[config.mk]
export PLATFORM = sky130hd
export DESIGN_NAME = freq_meas_gate_flat
export DESIGN_NICKNAME = d
export VERILOG_FILES = /design/src/rtl/freq_meas_gate_if.sv /design/src/rtl/freq_meas_gate.sv /design/src/flat_wrapper.sv
export SDC_FILE = /design/constraint.sdc
export NUM_CORES = 1
export LEC_CHECK = 0
export CAP_MARGIN = 20
export CORE_MARGIN = 2
export CORE_UTILIZATION = 60
export DETAILED_ROUTE_END_ITERATION = 7
export GPL_ROUTABILITY_DRIVEN = 0
export PLACE_DENSITY = 0.85
export SLEW_MARGIN = 0
export SYNTH_ARGS = -nofsm -noshare
export SYNTH_HDL_FRONTEND = slang
export SYNTH_SLANG_ARGS = --single-unit
[constraint.sdc]
create_clock -name clk -period 4.4 [get_ports clk]
set_input_delay 0.88 -clock clk [delete_from_list [all_inputs] [get_ports clk]]
set_output_delay 0.88 -clock clk [all_outputs]
set_load 0.05 [all_outputs]
[src/rtl/freq_meas_gate_if.sv]
// Measurement bus of freq_meas_gate: signal under test, run enable and the
// published per-window edge count with its update strobe.
interface freq_meas_gate_if #(
  parameter int COUNT_W = 24
);
  logic               test_clk;
  logic               fmeas_enable;
  logic [COUNT_W-1:0] fmeas_count;
  logic               fmeas_valid;

  modport master (
    output test_clk,
    output fmeas_enable,
    input  fmeas_count,
    input  fmeas_valid
  );

  modport slave (
    input  test_clk,
    input  fmeas_enable,
    output fmeas_count,
    output fmeas_valid
  );
endinterface

[src/rtl/freq_meas_gate.sv]
// Gated frequency meter: counts synchronised test_clk rising edges per GATE_CYCLES window.
// Optional macro FREQ_MEAS_SATURATE_EN makes the edge counter saturate instead of wrap.
module freq_meas_gate #(
  parameter int unsigned GATE_CYCLES = 10_000_000,
  parameter int          COUNT_W     = 24,
  parameter int          SYNC_STAGES = 2
) (
  input  logic                   clk,
  input  logic                   reset,
  freq_meas_gate_if.slave        fm
);

  localparam logic [31:0] GATE_LAST = 32'(GATE_CYCLES - 1);

  logic [SYNC_STAGES-1:0] sync_p0;
  logic                   hist_p1;
  logic                   rise_p1;
  logic [31:0]            gate_cnt_p2;
  logic [COUNT_W-1:0]     edge_cnt_p2;
  logic [COUNT_W-1:0]     edge_next;

  function automatic logic [COUNT_W-1:0] edge_inc(input logic [COUNT_W-1:0] cnt,
                                                  input logic               hit);
`ifdef FREQ_MEAS_SATURATE_EN
    if (hit && (cnt != {COUNT_W{1'b1}}))
      return cnt + COUNT_W'(1);
    return cnt;
`else
    return cnt + COUNT_W'(hit);
`endif
  endfunction

  // Stage p0/p1: synchroniser chain plus history flop for edge detection
  always_ff @(posedge clk or negedge reset) begin
    if (!reset) begin
      sync_p0 <= '0;
      hist_p1 <= 1'b0;
    end else begin
      sync_p0 <= {sync_p0[SYNC_STAGES-2:0], fm.test_clk};
      hist_p1 <= sync_p0[SYNC_STAGES-1];
    end
  end

  assign rise_p1   = sync_p0[SYNC_STAGES-1] & ~hist_p1;
  assign edge_next = edge_inc(edge_cnt_p2, rise_p1);

  // Stage p2: gate window and edge accumulation; the last-cycle edge is folded into the result
  always_ff @(posedge clk or negedge reset) begin
    if (!reset) begin
      gate_cnt_p2    <= '0;
      edge_cnt_p2    <= '0;
      fm.fmeas_count <= '0;
      fm.fmeas_valid <= 1'b0;
    end else if (!fm.fmeas_enable) begin
      gate_cnt_p2    <= '0;
      edge_cnt_p2    <= '0;
      fm.fmeas_valid <= 1'b0;
    end else if (gate_cnt_p2 == GATE_LAST) begin
      gate_cnt_p2    <= '0;
      edge_cnt_p2    <= '0;
      fm.fmeas_count <= edge_next;
      fm.fmeas_valid <= 1'b1;
    end else begin
      gate_cnt_p2    <= gate_cnt_p2 + 32'd1;
      edge_cnt_p2    <= edge_next;
      fm.fmeas_valid <= 1'b0;
    end
  end

endmodule

[src/flat_wrapper.sv]
// flat-port wrapper written by rule: the top's interface ports become plain ports
module freq_meas_gate_flat 
#(
  parameter int unsigned GATE_CYCLES = 10_000_000,
  parameter int          COUNT_W     = 24,
  parameter int          SYNC_STAGES = 2
)
  (clk, reset, fm_test_clk, fm_fmeas_enable, fm_fmeas_count, fm_fmeas_valid);
  freq_meas_gate_if #(.COUNT_W(COUNT_W)) fm_i ();
  input  logic clk;
  input  logic reset;
  input wire logic [$bits(fm_i.test_clk)-1:0] fm_test_clk;
  input wire logic [$bits(fm_i.fmeas_enable)-1:0] fm_fmeas_enable;
  output wire logic [$bits(fm_i.fmeas_count)-1:0] fm_fmeas_count;
  output wire logic [$bits(fm_i.fmeas_valid)-1:0] fm_fmeas_valid;
  assign fm_i.test_clk = fm_test_clk;
  assign fm_i.fmeas_enable = fm_fmeas_enable;
  assign fm_fmeas_count = fm_i.fmeas_count;
  assign fm_fmeas_valid = fm_i.fmeas_valid;
  freq_meas_gate #(.GATE_CYCLES(GATE_CYCLES), .COUNT_W(COUNT_W), .SYNC_STAGES(SYNC_STAGES)) u_core (.clk(clk), .reset(reset), .fm(fm_i));
endmodule
# After elaboration in Yosys (flattened, before gate mapping)
# Cells that the tools add are included.
# totals
ff_bits,84
# classes
n_bitwise,2
addsub,2
n_eq_ne,1
n_reduce_logical,1
n_mux,6
# ops
operator,count
$mux W32,2
$mux W24,2
$add A32 B1 Y32 const B,1
$eq A32 B24 Y1 const B,1
$add A24 B1 Y24,1
$mux W1,2
$reduce_and A2 Y1,1
$and A1 B1 Y1,1
$not A1 Y1,1

# Longest topological paths before layout
# Gate-level depths: netlist of the first run.
# logic_depth
word_depth,5
depth_mapped,9

# Least setup slack after synthesis of the first run
# OpenSTA, ideal clock, no wires.
# synth_path
kind,register -> register
from,reg u_core.hist_p1
to,reg u_core.fm.fmeas_count[18]
t_arrival_ps,1784
slack_ps,2488
path_stages_with_launch,10
period_less_slack_ps,1912
setup_ps,128
path_cell_list,dfrtp_1 -> nor2b_1 -> ha_1 -> ha_1 -> nand2_1 -> or3_1 -> buf_6 -> nor4_4 -> xnor2_1 -> mux2i_1
# synth_via
elab_chain_len,3
# synth_rtl
element,line_no,source
from (decl),freq_meas_gate.sv:16,logic hist_p1;
from (signal assigned),freq_meas_gate.sv:40,hist_p1 <= sync_p0[SYNC_STAGES-1];
$not A1 Y1,freq_meas_gate.sv:44,assign rise_p1 = sync_p0[SYNC_STAGES-1] & ~hist_p1;
$and A1 B1 Y1,freq_meas_gate.sv:44,
$add A24 B1 Y24,freq_meas_gate.sv:29,return cnt + COUNT_W'(hit);
to (signal assigned),freq_meas_gate.sv:61,fm.fmeas_count <= edge_next;
to (decl),freq_meas_gate_if.sv:21,"output fmeas_count,"
# Every way passes these cells.
# A chain may end at the register's enable or synchronous reset.

# Worst setup path after layout of the first run
# layout_path
from,reg u_core.gate_cnt_p2[26]
to,reg u_core.fm.fmeas_count[0]
# layout_via
elab_chain_len,2
# layout_rtl
element,line_no,source
from (decl),freq_meas_gate.sv:18,logic [31:0] gate_cnt_p2;
from (signal assigned),freq_meas_gate.sv:64,gate_cnt_p2 <= gate_cnt_p2 + 32'd1;
$eq A32 B24 Y1,freq_meas_gate.sv:58,end else if (gate_cnt_p2 == GATE_LAST) begin
$reduce_and A2 Y1 (no source line),n/a,
# Every way passes these cells.

==> results of run 1 <==
[cell usage in the layout (no fill, tap or decap), drive strengths merged]
cell           count
a21bo              1
a21oi              4
and2               2
and3               8
and4               6
and4bb             1
buf                3
bufinv             2
clkbuf            10
clkdlybuf4s50     27
clkinv             4
dfrtp             84
ha                 4
inv               30
mux2               2
mux2i             22
nand2             20
nand3             21
nand4             18
nor2              60
nor2b              2
nor3               8
nor4              11
nor4b              4
o21ai              4
or3                6
xnor2             23
xor2              25
[synthesized netlist by cell type (all sizes together), types with 6 or more instances]
| cell | number |
|---|---|
| dfrtp | 84 |
| nor4 | 11 |
| mux2i | 22 |
| nor3 | 8 |
| xor2 | 25 |
| and4 | 6 |
| or3 | 6 |
| nand2 | 20 |
| buf | 13 |
| inv | 30 |
| xnor2 | 23 |
| and3 | 8 |
| nand4 | 18 |
| nand3 | 21 |
| nor2 | 60 |
[sequential cells by signal (all words and copies together) (netlist names)]
register and cells:
u_core.edge_cnt_p2 24, u_core.fm.fmeas_count 24, u_core.fm.fmeas_valid 1, u_core.gate_cnt_p2 32
u_core.hist_p1 1, u_core.sync_p0 2
[report_power, final]
part,leakage (nW),switching (mW),internal [mW],total [mW]
clock,0.116,0.286,0.335,0.621
combinational,1.04,0.0282,0.00992,0.0381
sequential,1.05,0.00441,0.776,0.780
total,2.20,0.319,1.12,1.44
[metrics by stage]
step	cells	area, µm²	worst slack, ns	total power, mW	hold slack (ns)
after floorplan	380	3990	2.49	0.810	0.331
after global placement	472	4270	1.67	0.830	0.349
after detailed placement	472	4270	1.63	0.831	0.349
after CTS	488	4500	1.76	1.44	0.368
after global routing	489	4520	1.60	1.48	0.342
final	489	4520	1.82	1.44	0.336
[cells by family (layout without fill, tap and decap cells)]
logic type / Yosys count / count (layout)
and+or+nand+nor: 167 / 167
DFF: 84 / 84
xor gates and xnor gates: 48 / 48
buffers and inverters: 44 / 76
muxes: 24 / 24
AOI/OAI and AO/OA: 9 / 9
adders and majority gates: 4 / 4
[final timing paths]
path / depth (start not counted) / slack (ns) / endpoint / from
max in group asynchronous: 2 / 3.49 / u_core.fm.fmeas_count[19] / reset
setup / recovery: 5 / 1.82 / u_core.fm.fmeas_count[0] / u_core.gate_cnt_p2[26]
min in group clk: 0 / 0.36 / u_core.sync_p0[1] / u_core.sync_p0[0]
hold / removal: 1 / 0.34 / u_core.gate_cnt_p2[3] / reset
hold reg to reg: 0 / 0.36 / u_core.sync_p0[1] / u_core.sync_p0[0]
setup reg to reg: 5 / 1.82 / u_core.fm.fmeas_count[0] / u_core.gate_cnt_p2[26]
[area by class of cell]
cell class                      count  share of cell area, %
Clock buffer                       10                   3.04
Clock inverter                      6                   1.94
Inverter                           30                   2.49
Multi-Input combinational cell    252                   37.0
Sequential cell                    84                   46.5
Tap cell                           77                   2.13
Timing Repair Buffer               30                   6.91
[metal layers]
metal / vias to the layer above / track usage, % / wire length (µm)
met3: 16 / 3.95 / 274
met5: - / 0 / 0
met2: 61 / 32.7 / 3500
met1: 1355 / 30.5 / 3360
met4: 0 / 10.4 / 187
li1: 1328 / - / -
==> results.sh, run 1 <==
export IMPL_hold_buffers=0
export IMPL_dp_hpwl_um=4620
export IMPL_grt_start_max_net_pins=85
export IMPL_drt_wirelength_per_cell_um=15.0
export IMPL_max_stage_delay_ns=0.66
export IMPL_multiInputGateArea_um2=1680
export IMPL_grt_antenna_before_repair=0
export IMPL_drive_above_1_share_pct=7.52
export IMPL_clk_pin_slew_worst_paths_ns=0.08
export IMPL_core_um2=6390
export IMPL_synth_area_per_cell_um2=10.5
export IMPL_grt_setup_unrepaired="no"
export IMPL_nets=415
export IMPL_min_path_type="primary input to async pin"
export IMPL_syn_inst=380
export IMPL_grt_usage_pct=21.6
export IMPL_cts_resized=0
export IMPL_synth_edf_count=0
export IMPL_endpoint_kind="flip-flop"
export IMPL_slew_limit_headroom_pct=31.2
export IMPL_synth_xor_area_share_pct=10.5
export IMPL_register_area_um2=2100
export IMPL_cts_max_path_buffers=2
export IMPL_drv_cap=0
export IMPL_post_cts_buffers=0
export IMPL_drv_slew=0
export IMPL_grt_pass1_vias=2612
export IMPL_power_static_leakage_nw=2.20
export IMPL_skew_ns=0.0116
export IMPL_critPathBufInv=0
export IMPL_fill_cells=441
export IMPL_numClockSinks=84
export IMPL_critPathTopFamily="simple AND/OR/NAND/NOR gates"
export IMPL_drt_wl_total_um=7330
export IMPL_ios=29
export IMPL_start_kind="flip-flop"
export IMPL_clockRootBuffer="clkbuf_8"
export IMPL_timing_final_crit_share_pct=58.7
export IMPL_status="completed"
export IMPL_synth_compound_area_share_pct=1.26
export IMPL_cp_cell_sequence="nor4_1 -> nand4_1 -> nor4b_2 -> nand3_2 -> mux2_2"
export IMPL_ir_drop_mv=0.209
export IMPL_die_w_um=85.5
export IMPL_ys_seq_area_share_pct=52.7
export IMPL_ys_async_sr_fraction_pct=100
export IMPL_cts_tree="built"
export IMPL_synth_top_area_share_pct=52.7
export IMPL_crit_type="flip-flop to flip-flop"
export IMPL_cts_inserted_buffers=9
export IMPL_grt_overflow=0
export IMPL_crit_slowest_cell="nand3_2"
export IMPL_yosysUniqueCellTypes=34
export IMPL_fmax_mhz=387
export IMPL_vias=2760
export IMPL_viasPerCell=5.64
export IMPL_fin_util_pct=70.8
export IMPL_synth_warnings=0
export IMPL_setup_viol=0
export IMPL_syn_nets=388
export IMPL_grt_pass1_wl_um=12300
export IMPL_setup_tns_final_ns=0
export IMPL_port_buffers=28
export IMPL_antenna_cells=0
export IMPL_ant_nets=0
export IMPL_synth_mux_area_fraction_pct=6.09
export IMPL_clock_latency_ns=0.37
export IMPL_synth_seq_cells=84
export IMPL_drc=0
export IMPL_netlist_top_cell_by_area="dfrtp_1"
export IMPL_first_pass_iters=4
export IMPL_power_density_nw_per_um2=318
export IMPL_cp_max_fo=24
export IMPL_yosys_area_share_adder_pct=1.26
export IMPL_drt_iter0_markers=252
export IMPL_synth_top_family_by_area="simple AND/OR/NAND/NOR gates"
export IMPL_die_h_um=85.5
export IMPL_synth_area_um2=3990
export IMPL_cp_arrival_ns=2.83
export IMPL_final_hold_violation_count=0
export IMPL_h_tree_depth=3
export IMPL_synth_area_leaders="dfrtp_1 (53%), nor2_1 (5.6%), mux2i_1 (5.5%)"
export IMPL_synth_simple_area_share_pct=22.9
export IMPL_die_area_um2=7310
export IMPL_worstMarginPinSlew_ns=1.03
export IMPL_syn_to_final_growth_pct=13.5
export IMPL_num_rows=29
export IMPL_required_ns=4.65
export IMPL_start_util_pct=62.4
export IMPL_synthFlopType="dfrtp_1"
export IMPL_fin_crit_ns=2.58
(Power assumes the default switching activity.)
==> inputs of run 2 (changes only) <==
Settings changed: CORE_UTILIZATION 60 to 53, PLACE_DENSITY 0.85 to 0.8.
Clock period 4.4 ns to 2.2 ns, I/O delays scaled along.
==> results.sh, run 2 (synthesized netlist as in run 1, its figures left out) <==
export IMPL_start_kind="flip-flop"
export IMPL_timing_final_crit_share_pct=94.6
export IMPL_vias=2746
export IMPL_drt_wirelength_per_cell_um=14.1
export IMPL_status="completed"
export IMPL_power_static_leakage_nw=2.22
export IMPL_crit_slowest_cell="or3_4"
export IMPL_fin_util_pct=63.3
export IMPL_fill_cells=613
export IMPL_dp_cells=502
export IMPL_grt_pass1_wl_um=12800
export IMPL_dr_wl_met2_um=3690
export IMPL_first_pass_iters=4
export IMPL_drive_above_1_share_pct=8.85
export IMPL_stdcell_count=517
export IMPL_drt_wl_total_um=7270
export IMPL_clock_latency_ns=0.35
export IMPL_switching_share_pct=22.1
export IMPL_reg2reg_depth=8
export IMPL_rrSetupSlack_ns=0.12
export IMPL_critPathLaunch="u_core.sync_p0[1]"
export IMPL_start_util_pct=55.0
export IMPL_core_um2=7250
export IMPL_viasPerCell=5.31
export IMPL_dp_hpwl_um=5080
export IMPL_port_buffers=28
export IMPL_drc=0
export IMPL_crit_type="flip-flop to flip-flop"
export IMPL_die_h_um=90.7
export IMPL_top_regs="u_core.gate_cnt_p2 (32), u_core.edge_cnt_p2 (24), u_core.fm.fmeas_count (24)"
export IMPL_setup_viol=0
export IMPL_layout_common_cells="dfrtp_1 (84), nor2_1 (60), inv_1 (30)"
export IMPL_ir_drop_mv=0.308
export IMPL_cts_tree="built"
export IMPL_ios=29
export IMPL_nets=422
export IMPL_power_density_nw_per_um2=593
export IMPL_largest_reg_flops=32
export IMPL_top_register="u_core.gate_cnt_p2"
export IMPL_grt_overflow=0
export IMPL_p_comb_share_pct=3.0
export IMPL_required_ns=2.43
export IMPL_drv_slew=0
export IMPL_fmax_mhz=481
export IMPL_crit_reg2reg_launch="u_core.sync_p0[1]"
export IMPL_antenna_cells=0
export IMPL_final_common_cell="dfrtp_1"
export IMPL_max_stage_delay_ns=0.42
export IMPL_min_path_type="primary input to async pin"
export IMPL_numClockSinks=84
export IMPL_dp_slack_ns=-0.0217
export IMPL_drv_cap=0
export IMPL_p_int_mw=2.12
export IMPL_grt_setup_unrepaired="no"
export IMPL_p_seq_share_pct=57.3
export IMPL_grt_start_max_net_pins=48
export IMPL_fin_crit_ns=2.08
export IMPL_drt_iter0_markers=90
export IMPL_crit_top_cell="ha_1"
export IMPL_clockRootBuffer="clkbuf_8"
export IMPL_clk_pin_slew_worst_paths_ns=0.08
export IMPL_regToRegEndpoint="u_core.fm.fmeas_count[20]"
export IMPL_wl_met1_um=3220
export IMPL_cp_max_fo=8
export IMPL_fin_worst_hold_slack_ns=0.0469
export IMPL_final_hold_violation_count=0
export IMPL_met3WireLength_um=204
export IMPL_grt_usage_pct=19.5
export IMPL_cts_inserted_buffers=9
export IMPL_p_switching_mw=0.602
export IMPL_slew_limit_headroom_pct=66.5
export IMPL_grt_antenna_before_repair=0
export IMPL_cp_cell_sequence="nor2b_1 -> ha_1 -> ha_1 -> nand2_1 -> or3_4 -> nor4_4 -> xnor2_1 -> mux2i_1"
export IMPL_h_tree_depth=3
export IMPL_routed_top_layer="met4"
export IMPL_die_w_um=90.7
export IMPL_ant_nets=0
export IMPL_cp_arrival_ns=2.31
export IMPL_fin_ws_ns=0.119
export IMPL_worstMarginPinSlew_ns=0.501
export IMPL_endpoint_kind="flip-flop"
export IMPL_grt_pass1_vias=2750
export IMPL_skew_ns=0.00677
export IMPL_clkPwrFrac_pct=39.8
export IMPL_num_rows=31
export IMPL_cts_max_path_buffers=2
export IMPL_die_area_um2=8230
export IMPL_syn_to_final_growth_pct=15.2
## run 2: changes by cell type in the layout (fill, tap and decap cells not counted)
cell / change
bufinv_16: -1
clkinv_2: -1
buf_12: +3
clkbuf_1: +1
clkinvlp_4: +2
buf_4: +5
clkinv_4: -2
or3_4: +1
buf_16: -1
or3_1: -1
## run 2: critical path: cells and delay by family, from the launching register on
family / cells / cell delay [ns]
DFF: 1 / 0.35
xor gates and xnor gates: 1 / 0.18
muxes: 1 / 0.10
adders and majority gates: 2 / 0.39
and+or+nand+nor: 4 / 0.94
## run 2: worst max path at each step
stage	end	slack, ns	depth (start not counted)
floorplan	u_core.fm.fmeas_count[18]	0.29	9
global placement	u_core.fm.fmeas_count[18]	0.11	8
detailed placement	u_core.fm.fmeas_count[18]	-0.02	8
CTS	u_core.fm.fmeas_count[18]	0.11	8
global route	u_core.fm.fmeas_count[2]	0.01	6
finish	u_core.fm.fmeas_count[20]	0.12	8
## run 2: power groups by stage
stage	logic, mW	clock network (mW)	registers (mW)
after detailed placement	0.0837	0	1.59
after CTS	0.0836	1.11	1.56
after floorplan	0.0303	0	1.59
final	0.0806	1.08	1.56
after global routing	0.0943	1.17	1.56
after global placement	0.0821	0	1.59
## run 2: per-stage QoR
stage                     total power [mW]  setup TNS, ns  instance area (µm²)
after floorplan                       1.62              0                 3990
after global placement                1.67              0                 4400
after detailed placement              1.68        -0.0381                 4400
after CTS                             2.76              0                 4590
after global routing                  2.83              0                 4590
final                                 2.73              0                 4590
## run 2: final cells by class
| type | count | area (µm²) | area share (%) |
|---|---|---|---|
| clock buffer | 11 | 141 | 3.08 |
| clock inverter | 4 | 50.0 | 1.09 |
| inverter | 30 | 113 | 2.45 |
| multi-input combinational | 252 | 1680 | 36.6 |
| sequential | 84 | 2100 | 45.8 |
| tap | 99 | 124 | 2.70 |
| timing repair buffer | 37 | 383 | 8.34 |
## run 2: repair_timing
action,in CTS,in global routing
setup endpoints to repair,2,0
buffers inserted,0,0
resized for setup,1,0
endpoints found under the hold margin,0,0
hold buffers,0,0
## run 2: routing by layer
layer  up-vias  global-route usage [%]
li1       1343                       -
met2        47                    33.6
met3        15                    3.34
met5         -                       0
met4         0                    8.33
met1      1341                    24.1
==> inputs of run 3 (changes only) <==
Settings changed: CORE_UTILIZATION 53 to 58, PLACE_DENSITY 0.8 to 0.83.
Clock period 2.2 ns to 2 ns, I/O delays scaled along.
==> results.sh, run 3 (synthesized netlist as in run 1, its figures left out) <==
export IMPL_final_common_cell="dfrtp_1"
export IMPL_rrSetupSlack_ns=-0.05
export IMPL_core_um2=6720
export IMPL_worstMarginPinSlew_ns=0.521
export IMPL_switching_share_pct=21.9
export IMPL_status="finished with violations"
export IMPL_antenna_cells=0
export IMPL_failed_checks="setup timing"
export IMPL_met3_usage_pct=5.02
export IMPL_required_ns=2.24
export IMPL_dp_cells=488
export IMPL_crit_reg2reg_launch="u_core.sync_p0[1]"
export IMPL_largest_reg_flops=32
export IMPL_layout_common_cells="dfrtp_1 (82), nor2_1 (60), inv_1 (30)"
export IMPL_drv_cap=0
export IMPL_cts_max_path_buffers=2
export IMPL_grt_antenna_before_repair=0
export IMPL_p_int_mw=2.38
export IMPL_cp_max_fo=5
export IMPL_dp_hpwl_um=5360
export IMPL_num_rows=30
export IMPL_holdPathStages=0
export IMPL_reg2reg_depth=7
export IMPL_fmax_mhz=488
export IMPL_cts_inserted_buffers=9
export IMPL_clockRootBuffer="clkbuf_8"
export IMPL_vias=2951
export IMPL_start_util_pct=59.3
export IMPL_drive_above_1_share_pct=14.5
export IMPL_port_buffers=28
export IMPL_viasPerCell=5.82
export IMPL_clk_pin_slew_worst_paths_ns=0.08
export IMPL_clkPwrFrac_pct=40.3
export IMPL_ios=29
export IMPL_endpoint_kind="flip-flop"
export IMPL_die_w_um=86.9
export IMPL_slew_limit_headroom_pct=65.1
export IMPL_h_tree_depth=3
export IMPL_min_path_type="flip-flop to flip-flop"
export IMPL_fin_worst_hold_slack_ns=0.430
export IMPL_busiest_layer="met2"
export IMPL_cp_arrival_ns=2.28
export IMPL_cts_tree="built"
export IMPL_die_area_um2=7550
export IMPL_grt_overflow=0
export IMPL_fin_crit_ns=2.05
export IMPL_power_density_nw_per_um2=643
export IMPL_stdcell_count=507
export IMPL_first_pass_iters=4
export IMPL_drv_slew=0
export IMPL_timing_final_crit_share_pct=102
export IMPL_ant_nets=0
export IMPL_hold_start="u_core.sync_p0[0]"
export IMPL_grt_pass1_wl_um=13900
export IMPL_grt_usage_pct=23.7
export IMPL_drt_iter0_markers=182
export IMPL_die_h_um=86.9
export IMPL_start_kind="flip-flop"
export IMPL_power_static_leakage_nw=2.29
export IMPL_drc=0
export IMPL_p_switching_mw=0.670
export IMPL_syn_to_final_growth_pct=19.1
export IMPL_top_regs="u_core.gate_cnt_p2 (32), u_core.edge_cnt_p2 (24), u_core.fm.fmeas_count (24)"
export IMPL_drt_wl_total_um=8380
export IMPL_top_register="u_core.gate_cnt_p2"
export IMPL_numClockSinks=84
export IMPL_grtUsageMet1_pct=32.2
export IMPL_p_seq_share_pct=56.4
export IMPL_regToRegEndpoint="u_core.fm.fmeas_count[19]"
export IMPL_ir_drop_mv=0.404
export IMPL_p_comb_share_pct=3.3
export IMPL_use_met2_pct=37.3
export IMPL_setup_viol=1
export IMPL_nets=431
export IMPL_grt_pass1_vias=2947
export IMPL_fill_cells=478
export IMPL_final_hold_violation_count=0
export IMPL_grt_setup_unrepaired="yes"
export IMPL_grt_start_max_net_pins=41
export IMPL_holdPathEnd="u_core.sync_p0[1]"
export IMPL_crit_type="flip-flop to flip-flop"
export IMPL_skew_ns=0.0122
export IMPL_drt_wirelength_per_cell_um=16.5
export IMPL_clock_latency_ns=0.36
export IMPL_fin_util_pct=70.7
export IMPL_fin_ws_ns=-0.0487
## run 3: changes by cell type in the layout (fill, tap and decap cells not counted), moves of 3 or more
cell and delta:
buf_4 +7, nor3_1 -3, nor4_1 -4, nor4_2 +4
## run 3: how the worst max path moves through the flow
stage                                           end                   start  cells after the start
after floorplan           u_core.fm.fmeas_count[18]          u_core.hist_p1                      9
after global placement    u_core.fm.fmeas_count[18]          u_core.hist_p1                      9
after detailed placement  u_core.fm.fmeas_count[16]       u_core.sync_p0[1]                      9
after CTS                 u_core.fm.fmeas_count[13]  u_core.gate_cnt_p2[26]                      6
after global routing      u_core.fm.fmeas_count[19]       u_core.sync_p0[1]                      7
final                     u_core.fm.fmeas_count[19]       u_core.sync_p0[1]                      7
## run 3: routing by layer
layer | share of wire (%) | wire length, µm
met5 | 0 | 0
met4 | 2.3 | 193
met3 | 4.5 | 375
met2 | 51 | 4260
met1 | 42 | 3550
## run 3: power groups by stage
stage | Combinational (mW) | Sequential (mW) | Clock, mW
6_report | 0.0997 | 1.72 | 1.23
5_1_grt | 0.113 | 1.72 | 1.31
4_1_cts | 0.0994 | 1.72 | 1.24
3_5_place_dp | 0.0932 | 1.75 | 0
3_3_place_gp | 0.0905 | 1.75 | 0
2_1_floorplan | 0.0333 | 1.75 | 0
## run 3: area by class of cell
| class | count | area [µm²] | share of cell area (%) |
|---|---|---|---|
| clock buffer | 12 | 155 | 3.27 |
| clock inverter | 3 | 46.3 | 0.975 |
| inverter | 30 | 113 | 2.37 |
| multi-input combinational | 252 | 1780 | 37.5 |
| sequential | 84 | 2100 | 44.3 |
| tap | 80 | 100 | 2.11 |
| timing repair buffer | 46 | 448 | 9.43 |
## run 3: repair_timing
| action | 4_1_cts | 5_1_grt |
|---|---|---|
| pin swaps | 1 | 8 |
| gates resized for setup | 8 | 16 |
| buffers inserted | 0 | 3 |
| hold buffers | 1 | 0 |
| endpoints found under the hold margin | 25 | 0 |
| setup endpoints to repair | 5 | 33 |
## run 3: critical path, stage by stage, from the launching register on
cell and delay (ns):
dfrtp_1 0.38, nor2b_4 0.19, ha_1 0.18, nand3_1 0.13, or3_4 0.41, nor4_1 0.33, xnor2_1 0.20, mux2i_1 0.10
## run 3: per-stage QoR
| step | cell area, µm² | total power [mW] | setup TNS [ns] | worst slack, ns |
|---|---|---|---|---|
| final | 4750 | 3.05 | -0.0487 | -0.0487 |
| after CTS | 4650 | 3.06 | 0 | 0.0104 |
| after floorplan | 3990 | 1.78 | 0 | 0.0875 |
| after global routing | 4750 | 3.15 | -0.731 | -0.180 |
| after global placement | 4400 | 1.84 | 0 | 0.0335 |
| after detailed placement | 4400 | 1.84 | -0.165 | -0.0748 |
==> RTL edit (config.mk and constraints of run 2) <==
The option `FREQ_MEAS_SATURATE_EN` is turned on by a define.
--- a/src/rtl/freq_meas_gate.sv
+++ b/src/rtl/freq_meas_gate.sv
@@ -1,4 +1,6 @@
 // Gated frequency meter: counts synchronised test_clk rising edges per GATE_CYCLES window.
 // Optional macro FREQ_MEAS_SATURATE_EN makes the edge counter saturate instead of wrap.
+`define FREQ_MEAS_SATURATE_EN
+
 module freq_meas_gate #(
   parameter int unsigned GATE_CYCLES = 10_000_000,
Function: no difference found for any inputs over 10 cycles, from zero or initial values and one cycle with reset low; that may be too few to reach the edited logic, so the function may still have changed.
==> RTL edit against run 2 <==
  * Clock skew up 0.0045 ns
  * First-iteration DRC count up 97%
  * Final area up 5.5%
  * Area after synthesis up 1.4%
  * Core utilization up 2.8 points
  * Routed wire length up 17%
  * Final cell count up 6.8%
  * Non-clock buffer count up 18
  * Sequential cell count unchanged
  * Worst setup slack worse by 0.037 ns
  * Critical path type unchanged
Power is not compared: it rests on default switching activity, and its combinational part moved more than twofold at a synthesized area within 25%.
==> RTL edit: results <==
[place]
dp_hpwl_mm = 5.771
io_buffers = 28

[finish]
final_nets = 454
n_antenna_cell = 0
top_regs = u_core.gate_cnt_p2 x32, u_core.edge_cnt_p2 x24, u_core.fm.fmeas_count x24
nFillCells = 561
drive_gt1_frac = 0.1457
regMostFlops = u_core.gate_cnt_p2

[global_route]
grt_max_degree = 52
grt_first_pass_wirelength_mm = 14.52
grtUsageTotal = 0.2182
grt_pass1_vias = 3154

[synth]
synth_cell_types = 41
synth.yosys.warnings = 0
async_reset_ff_frac = 1.000
synth_area_leader_cell = dfrtp_1
netlist_top_cells_count = dfrtp_1 (84), nor2_1 (76), xnor2_1 (26)
ys_seq_area_frac = 0.5200
syn_nets = 403
synth_area_leaders = dfrtp_1 (52%), nor2_1 (7.1%), xnor2_1 (5.6%)

[routing]
vias = 3110
wl_met2_mm = 4.342
wl_met3_um = 365
drt-total-wl_mm = 8.519
wl_met1_mm = 3.699
drtIter0Drc = 177

[sta]
whs_ns = 0.02139
tightest_slew_ns = 0.5535
skew_ns = 0.01131
setup_violations = 0

[status]
outcome = finished clean

[cts]
clk_pin_slew_ns = 0.09
cts_buffers = 9

[setup_path]
rrSetupSlack_ns = 0.08
path_max_fanout = 10
crit_arrival_ns = 2.35

[pwr]
ir_drop_mv = 0.3619
-- RTL edit: cell count changes after synthesis, moves of 4 or more --
cell              run 2  this run
a21oi_1               4        25
inv_1                30         9
mux2i_1              22         4
nor2_1               60        76
clkbuf_1              1         9
a2111oi_0             0         5
buf_2                 8         4
or3_1                 6         2
xor2_1               25        21
-- RTL edit: timing repair --
action,4_1_cts,5_1_grt
setup endpoints to repair,2,28
buffers inserted,0,3
gates resized for setup,1,10
hold buffers,0,0
pin swaps,0,3
-- RTL edit: worst paths after layout --
kind,end,cells after the start,from
max in group asynchronous,u_core.gate_cnt_p2[17],2,reset
min in group clk,u_core.sync_p0[1],0,u_core.sync_p0[0]
min reg2reg,u_core.sync_p0[1],0,u_core.sync_p0[0]
max reg2reg,u_core.fm.fmeas_count[7],7,u_core.edge_cnt_p2[0]
max,u_core.fm.fmeas_count[7],7,u_core.edge_cnt_p2[0]
min,u_core.edge_cnt_p2[10],1,reset
-- RTL edit: kinds of logic after synthesis --
family,Yosys count,synth area share
compound gates,42,0.07830
xor+xnor,47,0.1018
buf+inv,24,0.02538
fa+ha+maj,2,0.006189
flops,84,0.5200
simple gates,190,0.2473
mux,8,0.02105
-- RTL edit: layout make-up --
| type | instances | share of cell area |
|---|---|---|
| Clock buffer | 10 | 0.02839 |
| Clock inverter | 6 | 0.01316 |
| Inverter | 9 | 0.006970 |
| Multi-Input combinational cell | 289 | 0.3851 |
| Sequential cell | 84 | 0.4339 |
| Tap cell | 99 | 0.02556 |
| Timing Repair Buffer | 55 | 0.1069 |
-- RTL edit: where the power goes --
part           switching (mW)  internal, mW
Combinational           0.145        0.0645
Clock                   0.551         0.553
Sequential             0.0166          1.57
-- RTL edit: through the flow --
stage / utilization / std cells / total power [mW] / area (um2) / setup WS (ns)
6_report: 0.6612 / 552 / 2.899 / 4847 / 0.08258
3_3_place_gp: 0.6266 / 533 / 1.823 / 4593 / 0.1065
4_1_cts: 0.6540 / 549 / 2.933 / 4795 / 0.01948
3_5_place_dp: 0.6266 / 533 / 1.828 / 4593 / 0.008817
5_1_grt: 0.6612 / 552 / 3.017 / 4847 / -0.04484
2_1_floorplan: - / 397 / 1.726 / 4043 / 0.2078
-- RTL edit: worst max-delay path, cell delays in order, from the launching register on --
cell and delay (ns):
dfrtp_1 0.40, ha_1 0.26, nand4_1 0.18, nor3_2 0.06
buf_4 0.19, a2111oi_0 0.57, xnor2_1 0.23, a21oi_1 0.10
-- RTL edit: metal layers --
metal,up-vias,GRT usage
met5,-,0
met4,0,0.05808
met3,12,0.06141
met2,85,0.3673
met1,1532,0.2778
li1,1481,-
